File: src/rtl/lm_sm_pkg.sv
// Shared definitions for the LM/SM register-list sequencer.
// The register count and index width are also used by the register-file
// and datapath select logic, so they live here rather than in the sequencer.
package lm_sm_pkg;

   localparam int NREG = 8;
   localparam int IDXW = 3;

   typedef enum logic [1:0] {
      IDLE   = 2'd0,
      ACTIVE = 2'd1,
      DONE   = 2'd2
   } lm_sm_state_e;

endpackage : lm_sm_pkg

File: src/rtl/lm_sm_sequencer_if.sv
// Handshake bundle between the main controller (master) and the LM/SM
// register-list sequencer (slave).
interface lm_sm_sequencer_if
   import lm_sm_pkg::*;
#(
   parameter int NREG_P = NREG,
   parameter int IDXW_P = IDXW
);

   logic              start;
   logic [NREG_P-1:0] reg_list;
   logic              adv;
   logic              busy;
   logic              xfer_valid;
   logic [IDXW_P-1:0] lm_sm_wadd;
   logic [IDXW_P-1:0] counter;
   logic              done;

   modport master (
      output start, reg_list, adv,
      input  busy, xfer_valid, lm_sm_wadd, counter, done
   );

   modport slave (
      input  start, reg_list, adv,
      output busy, xfer_valid, lm_sm_wadd, counter, done
   );

endinterface : lm_sm_sequencer_if

File: src/rtl/lm_sm_sequencer_prio_enc8.sv
// 8-bit lowest-set-bit priority encoder. Picks the lowest pending register
// so the sequencer always walks the list in ascending order.
module prio_enc8 (
   input  logic [7:0] i_vec,
   output logic [2:0] o_idx,
   output logic       o_any
);

   // Scan from the top down so the last match written is the lowest set bit.
   always_comb begin
      o_idx = 3'd0;
      o_any = |i_vec;
      for (int i = 7; i >= 0; i--) begin
         if (i_vec[i]) begin
            o_idx = 3'(i);
         end
      end
   end

endmodule : prio_enc8

File: src/rtl/lm_sm_sequencer.sv
// LM/SM register-list sequencer. Latches the register list on start,
// presents one register index plus a running memory offset per transfer,
// advances on the controller's adv handshake and pulses done at the end.
// Every output is decoded from registered state only.
module lm_sm_sequencer
   import lm_sm_pkg::*;
#(
   parameter int NREG_P = NREG,
   parameter int IDXW_P = IDXW
) (
   input logic               clk,
   input logic               proc_rst,
   lm_sm_sequencer_if.slave  bus
);

   lm_sm_state_e      r_state;
   lm_sm_state_e      w_nextState;
   logic [NREG_P-1:0] r_mask;
   logic [NREG_P-1:0] w_nextMask;
   logic [IDXW_P-1:0] r_offset;
   logic [IDXW_P-1:0] w_nextOffset;

   logic [2:0]        w_idx;
   logic              w_any;
   logic [NREG_P-1:0] w_lowBit;
   logic [NREG_P-1:0] w_maskCleared;

   prio_enc8 u_prioEnc (
      .i_vec (r_mask),
      .o_idx (w_idx),
      .o_any (w_any)
   );

   // Isolate and drop the lowest pending register for the next slot.
   always_comb begin
      w_lowBit      = r_mask & (~r_mask + NREG_P'(1));
      w_maskCleared = r_mask & ~w_lowBit;
   end

   // State, pending mask and offset registers; reset abandons any sequence.
   always_ff @(posedge clk or negedge proc_rst) begin
      if (!proc_rst) begin
         r_state  <= IDLE;
         r_mask   <= '0;
         r_offset <= '0;
      end else begin
         r_state  <= w_nextState;
         r_mask   <= w_nextMask;
         r_offset <= w_nextOffset;
      end
   end

   // Next-state logic: accept start only in IDLE, advance only in ACTIVE.
   always_comb begin
      w_nextState  = r_state;
      w_nextMask   = r_mask;
      w_nextOffset = r_offset;
      case (r_state)
         IDLE: begin
            if (bus.start) begin
               w_nextMask   = bus.reg_list;
               w_nextOffset = '0;
               w_nextState  = (|bus.reg_list) ? ACTIVE : DONE;
            end
         end
         ACTIVE: begin
            // An empty mask here is unreachable; finishing is the safe recovery.
            if (!w_any) begin
               w_nextState = DONE;
            end else if (bus.adv) begin
               w_nextMask   = w_maskCleared;
               w_nextOffset = r_offset + IDXW_P'(1);
               if (w_maskCleared == '0) begin
                  w_nextState = DONE;
               end
            end
         end
         DONE: begin
            w_nextState = IDLE;
         end
         default: begin
            w_nextState = IDLE;
         end
      endcase
   end

   // Output decode from registered state; the index is forced to 0 outside ACTIVE.
   always_comb begin
      bus.busy       = (r_state == ACTIVE) || (r_state == DONE);
      bus.xfer_valid = (r_state == ACTIVE);
      bus.lm_sm_wadd = (r_state == ACTIVE) ? IDXW_P'(w_idx) : '0;
      bus.counter    = r_offset;
      bus.done       = (r_state == DONE);
   end

endmodule : lm_sm_sequencer

File: src/flat_wrapper.sv
// flat-port wrapper written by rule: the top's interface ports become plain ports
module lm_sm_sequencer_flat import lm_sm_pkg::*;
#(
   parameter int NREG_P = NREG,
   parameter int IDXW_P = IDXW
)
  (clk, proc_rst, bus_start, bus_reg_list, bus_adv, bus_busy, bus_xfer_valid, bus_lm_sm_wadd, bus_counter, bus_done);
  lm_sm_sequencer_if #(.NREG_P(NREG_P), .IDXW_P(IDXW_P)) bus_i ();
  input logic clk;
  input logic proc_rst;
  input wire logic [$bits(bus_i.start)-1:0] bus_start;
  input wire logic [$bits(bus_i.reg_list)-1:0] bus_reg_list;
  input wire logic [$bits(bus_i.adv)-1:0] bus_adv;
  output wire logic [$bits(bus_i.busy)-1:0] bus_busy;
  output wire logic [$bits(bus_i.xfer_valid)-1:0] bus_xfer_valid;
  output wire logic [$bits(bus_i.lm_sm_wadd)-1:0] bus_lm_sm_wadd;
  output wire logic [$bits(bus_i.counter)-1:0] bus_counter;
  output wire logic [$bits(bus_i.done)-1:0] bus_done;
  assign bus_i.start = bus_start;
  assign bus_i.reg_list = bus_reg_list;
  assign bus_i.adv = bus_adv;
  assign bus_busy = bus_i.busy;
  assign bus_xfer_valid = bus_i.xfer_valid;
  assign bus_lm_sm_wadd = bus_i.lm_sm_wadd;
  assign bus_counter = bus_i.counter;
  assign bus_done = bus_i.done;
  lm_sm_sequencer #(.NREG_P(NREG_P), .IDXW_P(IDXW_P)) u_core (.clk(clk), .proc_rst(proc_rst), .bus(bus_i));
endmodule
File: config.mk
export PLATFORM = sky130hd
export DESIGN_NAME = lm_sm_sequencer_flat
export DESIGN_NICKNAME = d
export VERILOG_FILES = /design/src/rtl/lm_sm_pkg.sv /design/src/rtl/lm_sm_sequencer_if.sv /design/src/rtl/lm_sm_sequencer_prio_enc8.sv /design/src/rtl/lm_sm_sequencer.sv /design/src/flat_wrapper.sv
export SDC_FILE = /design/constraint.sdc
export NUM_CORES = 1
export LEC_CHECK = 0
export ABC_AREA = 1
export CAP_MARGIN = 15
export CORE_MARGIN = 2
export CORE_UTILIZATION = 61
export DETAILED_ROUTE_END_ITERATION = 16
export DONT_BUFFER_PORTS = 1
export PLACE_DENSITY = 0.77
export SETUP_SLACK_MARGIN = 0.4
export SLEW_MARGIN = 40
export SYNTH_ARGS = -nofsm -noshare
export SYNTH_HDL_FRONTEND = slang
export SYNTH_HIERARCHICAL = 1
export SYNTH_SLANG_ARGS = --single-unit
export TNS_END_PERCENT = 30
File: constraint.sdc
create_clock -name clk -period 1.7 [get_ports clk]
set_input_delay 0.34 -clock clk [delete_from_list [all_inputs] [get_ports clk]]
set_output_delay 0.34 -clock clk [all_outputs]
set_load 0.005 [all_outputs]
After elaboration in Yosys (flattened, before gate mapping)
Index checks and enable logic that the tools add are counted.
{"block": "word_totals", "reg_bits": 13, "input_bits": 12, "elab_cells": 47}
{"block": "op_classes", "add_sub_neg": 2, "n_eq_ne": 7, "mux": 23, "bitwise": 4, "n_reduce_logical": 8}
{"operator": "$mux 3", "count": 12}
{"operator": "$mux 8", "count": 3}
{"operator": "$and 8x8->8", "count": 2}
{"operator": "$not 8->8", "count": 2}
{"operator": "$pmux 8 s2", "count": 1}
{"operator": "$reduce_or 8->1", "count": 2}
{"operator": "$mux 2", "count": 5}
{"operator": "$add 8x1->8 const B", "count": 1}
{"operator": "$logic_not 8->1", "count": 1}
{"operator": "$ne 3x3->1 const B", "count": 2}
{"operator": "$pmux 3 s2", "count": 1}
{"operator": "$ne 2x2->1 const B", "count": 2}
{"operator": "$pmux 2 s2", "count": 1}
{"operator": "$reduce_and 4->1", "count": 1}
{"operator": "$add 3x1->3 const B", "count": 1}
{"operator": "$reduce_and 3->1", "count": 1}
{"operator": "$eq 2x1->1 const B", "count": 1}
{"operator": "$eq 2x2->1 const B", "count": 1}
{"operator": "$logic_not 2->1", "count": 1}
{"operator": "$ne 2x1->1 const B", "count": 1}
{"operator": "$reduce_bool 2->1", "count": 1}
{"operator": "$logic_or 1x1->1", "count": 1}

Longest topological paths before layout
Gate-level depths: netlist of run 1.
{"block": "logic_depth", "ltp_word": 10, "mapped_depth": 10}

By module
The synthesis of run 1 kept the hierarchy.
{"mod": "lm_sm_sequencer", "n_inst": 1, "cells_each": 121, "area_per_inst_um2": 879.6}
{"mod": "prio_enc8", "n_inst": 1, "cells_each": 22, "area_per_inst_um2": 98.8}

Least setup slack after synthesis of run 1
OpenSTA, ideal clock, no wires.
{"block": "synth_path", "path_type": "register to output", "startpoint": "register u_core.r_state[1]", "endpoint": "output port bus_lm_sm_wadd[0]", "arrival_ps": 1156, "setup_slack_ps": 204, "path_stages_with_launch": 7, "path_buffers": 2, "cell_sequence": "dfrtp_1 inv_1 ha_1 buf_4 clkbuf_1 nand2_1 inv_1"}
{"block": "synth_via", "elab_chain_len": 2}
{"item": "start, declared", "line": "lm_sm_sequencer.sv:16", "source": "lm_sm_state_e r_state;"}
{"item": "start signal, assigned", "line": "lm_sm_sequencer.sv:47", "source": "r_state <= w_nextState;"}
{"item": "$eq 2x1->1"}
{"item": "via bus_xfer_valid", "line": "flat_wrapper.sv:15", "source": "output wire logic [$bits(bus_i.xfer_valid)-1:0] bus_xfer_valid;"}
{"item": "$mux 3", "line": "lm_sm_sequencer.sv:91", "source": "bus.lm_sm_wadd = (r_state == ACTIVE) ? IDXW_P'(w_idx) : '0;"}
{"item": "end, declared", "line": "flat_wrapper.sv:16", "source": "output wire logic [$bits(bus_i.lm_sm_wadd)-1:0] bus_lm_sm_wadd;"}
The timed path passes the listed nets, and every way through them passes these cells.

Worst setup path after layout of run 1
{"block": "layout_path", "startpoint": "register u_core.r_mask[6]", "endpoint": "output port bus_lm_sm_wadd[1]"}
{"block": "layout_via", "elab_chain_len": 8}
{"item": "start, declared", "line": "lm_sm_sequencer.sv:18", "source": "logic [NREG_P-1:0] r_mask;"}
{"item": "start signal, assigned", "line": "lm_sm_sequencer.sv:48", "source": "r_mask <= w_nextMask;"}
{"item": "$mux 3 (7 in series)", "line": "lm_sm_sequencer_prio_enc8.sv:14", "source": "if (i_vec[i]) begin"}
{"item": "via u_core.w_idx[1]", "line": "lm_sm_sequencer.sv:23", "source": "logic [2:0] w_idx;"}
{"item": "$mux 3", "line": "lm_sm_sequencer.sv:91"}
The timed path passes the listed nets, and every way through them passes these cells.

==> results.cfg, run 1 <==
[outcome]
outcome = completed

[timing]
whs_ns = 0.203
setup_viol = 0
post-route-period-util = 0.972
slew_headroom = 0.579
fin_tns_setup_ns = 0
fmax_mhz = 605
finalClockSkew_ns = 0.00595
rsz0062_at_grt = yes
hold_viol_final = 0
drv_slew = 0
min_period_ns = 1.65
worstMarginPinSlew_ns = 0.629

[yosys]
syn_nets = 159
yosysSeqAreaShare = 0.332
synth.area.top_cells = dfrtp_1, nand2_1, inv_1, nor2_1, o21ai_2
synth_edf_count = 0
ys_ff_latch = 13
async_flop_share = 1.00
synth_area_leader_cell = dfrtp_1
ys.flop_type = dfrtp_1
ys_warn_count = 6
synth_area_per_cell_um2 = 6.84
synth_top_area_share = 0.332
synth_cell_types = 28
syn_area_um2 = 978
synth_cells = 143

[clock_network]
cts-root-buf = clkbuf_4
clock_path_buffers = 2
path_clk_slew_ns = 0.09
clock_latency_ns = 0.28
cts_made_buffers = 3
clock_sinks = 13
cts_tree = done
htree_levels = 1

[global_route]
grt_pass1_wl_um = 4020
antenna_found_initial = 0
grt_max_degree = 14
grt_pass1_vias = 952
grt-ovfl-total = 0
grt_usage = 0.284

[route]
routed_wl_um = 2650
post_drt_wl_per_cell_um = 14.8
final_antenna_net_count = 0
route.vias.total = 1026
drc_errors = 0
vias_per_cell = 5.73
initialDrtViolationCount = 47
dr.pass1.iters = 4

[die]
design.die.area_um2 = 1940
die_h_um = 44.1
core_um2 = 1510
die_x_um = 44.1
initial_utilization = 0.650
ios = 21
row_count = 14

[cells_and_area]
area_growth_pct = 23.3
multi_input_area_um2 = 576
drive_above_1_share = 0.319
stdcell_count = 179
diodes = 0
fill_cells = 111
layout_commonest_cell = nand2_1
most-common-layout-cells = nand2_1, inv_1, nor2_1, buf_4, dfrtp_1
final_util = 0.801
seqCellArea_um2 = 328
nNetsFinal = 180

[power]
pwr-share-seq = 0.239
finalPower_mw = 2.73
p_per_area_nw_per_um2 = 2260
switchingPower_mw = 1.35
combPwrFrac = 0.689
ir_drop_v = 0.00135
power_frac_clock = 0.071
internal_power_mw = 1.38
leakage_nw = 0.639
sw_frac_of_total = 0.496

[critical_path]
path_buf_inv = 2
worstPathRequired_ns = 1.36
cpMaxStageDelayCell = dfrtp_1
r2r_setup_slack_ns = 0.15
crit_family = flip-flops
critical_path.startpoint = u_core/r_mask[6]
crit_type = reg2out
cp-start-kind = flip-flop
crit_path_max_incr_delay_ns = 0.40
end_kind = output pin
arrival_ns = 1.31
crit_chain = or2_1 -> buf_4 -> nand3_1 -> a31oi_1 -> nand2_1 -> inv_1
reg2reg_from = u_core/r_state[0]
cp_max_fo = 2

[flow_run]
max_cap_viol_count = 0

[min_path]
hold_path.class = in2reg
min_from = bus_reg_list[0]

[place]
io_buffers = 0
placed_cells = 160
gp_congestion = 0.873
dpl.hpwl_um = 1720
## through the flow
step	instance area [µm²]	setup WS, ns
finish	1210	0.0483
detailed placement	1010	0.123
CTS	1160	0.0464
global placement	1010	0.147
global route	1210	-0.0388
floorplan	990	0.283
## sequential cells by signal, summed over array words and instances, names as in the netlist
| signal | flops |
|---|---|
| u_core/r_state | 2 |
| u_core/r_mask | 8 |
| u_core/bus.counter | 3 |
## worst register-to-register path, cell delays in order (launching register included)
cell and delay, ns:
dfrtp_1 0.43, inv_2 0.10, ha_4 0.14, inv_2 0.05
or2_4 0.25, o21ai_2 0.07, inv_2 0.06, nand2_4 0.12
a21oi_1 0.05, o21ai_0 0.09, nand2_1 0.08
## power by group through the flow
stage          clock network, mW  logic [mW]  registers, mW
2_1_floorplan                  0        1.18          0.600
3_3_place_gp                   0        1.37          0.629
3_5_place_dp                   0        1.42          0.637
4_1_cts                    0.202        1.69          0.639
5_1_grt                    0.212        2.05          0.673
6_report                   0.195        1.88          0.654
## repair_timing
action | CTS | global route
pin swaps | 8 | 10
hold buffers | 1 | 0
endpoints found under the hold margin | 13 | 0
endpoints found under the setup margin | 18 | 19
setup buffers | 9 | 5
resized for setup | 12 | 6
## routing by layer
layer  wire length, µm  vias up  global-route usage  part of all wire
met4               108        0               0.176             0.041
met2              1400       45               0.512              0.53
met5                 0        -                   0                 0
met1               978      475               0.306              0.37
met3               164       13              0.0449             0.062
li1                  -      493                   -                 -
## cells by family after synthesis
group                      Yosys count  synth area share
and+or+nand+nor                     73             0.332
buffers and inverters               27             0.118
AOI/OAI and AO/OA                   26             0.166
DFF                                 13             0.332
adders and majority gates            4            0.0512
## final timing paths
path,end,depth (start not counted)
min in group asynchronous,u_core/r_mask[7],1
max in group asynchronous,u_core/r_mask[0],1
worst max-delay path,bus_lm_sm_wadd[1],6
worst min-delay path,u_core/r_mask[0],2
worst min register to register,u_core/bus.counter[1],2
worst max register to register,u_core/r_mask[6],10
## final cells by class
cell class | count | area share
Clock buffer | 3 | 0.0187
Multi-Input combinational cell | 103 | 0.477
Inverter | 24 | 0.0788
Tap cell | 16 | 0.0166
Sequential cell | 13 | 0.272
Timing Repair Buffer | 19 | 0.133
Clock inverter | 1 | 0.00415
## cells in the mapped netlist (2+ instances only)
| master | count |
|---|---|
| nand2_1 | 42 |
| inv_1 | 20 |
| nor2_1 | 14 |
| dfrtp_1 | 13 |
| nand3_1 | 6 |
| o21ai_2 | 6 |
| a21oi_1 | 5 |
| o21ai_0 | 5 |
| o21ai_1 | 5 |
| ha_1 | 4 |
| inv_2 | 3 |
| nand2_2 | 3 |
| o211ai_1 | 2 |
(Power assumes the default switching activity.)
==> inputs of run 2 (changes only) <==
GPL_ROUTABILITY_DRIVEN = 0   (was unset)
==> results of run 2 <==
Final layout, timing and power as in run 1 (identical DEF).
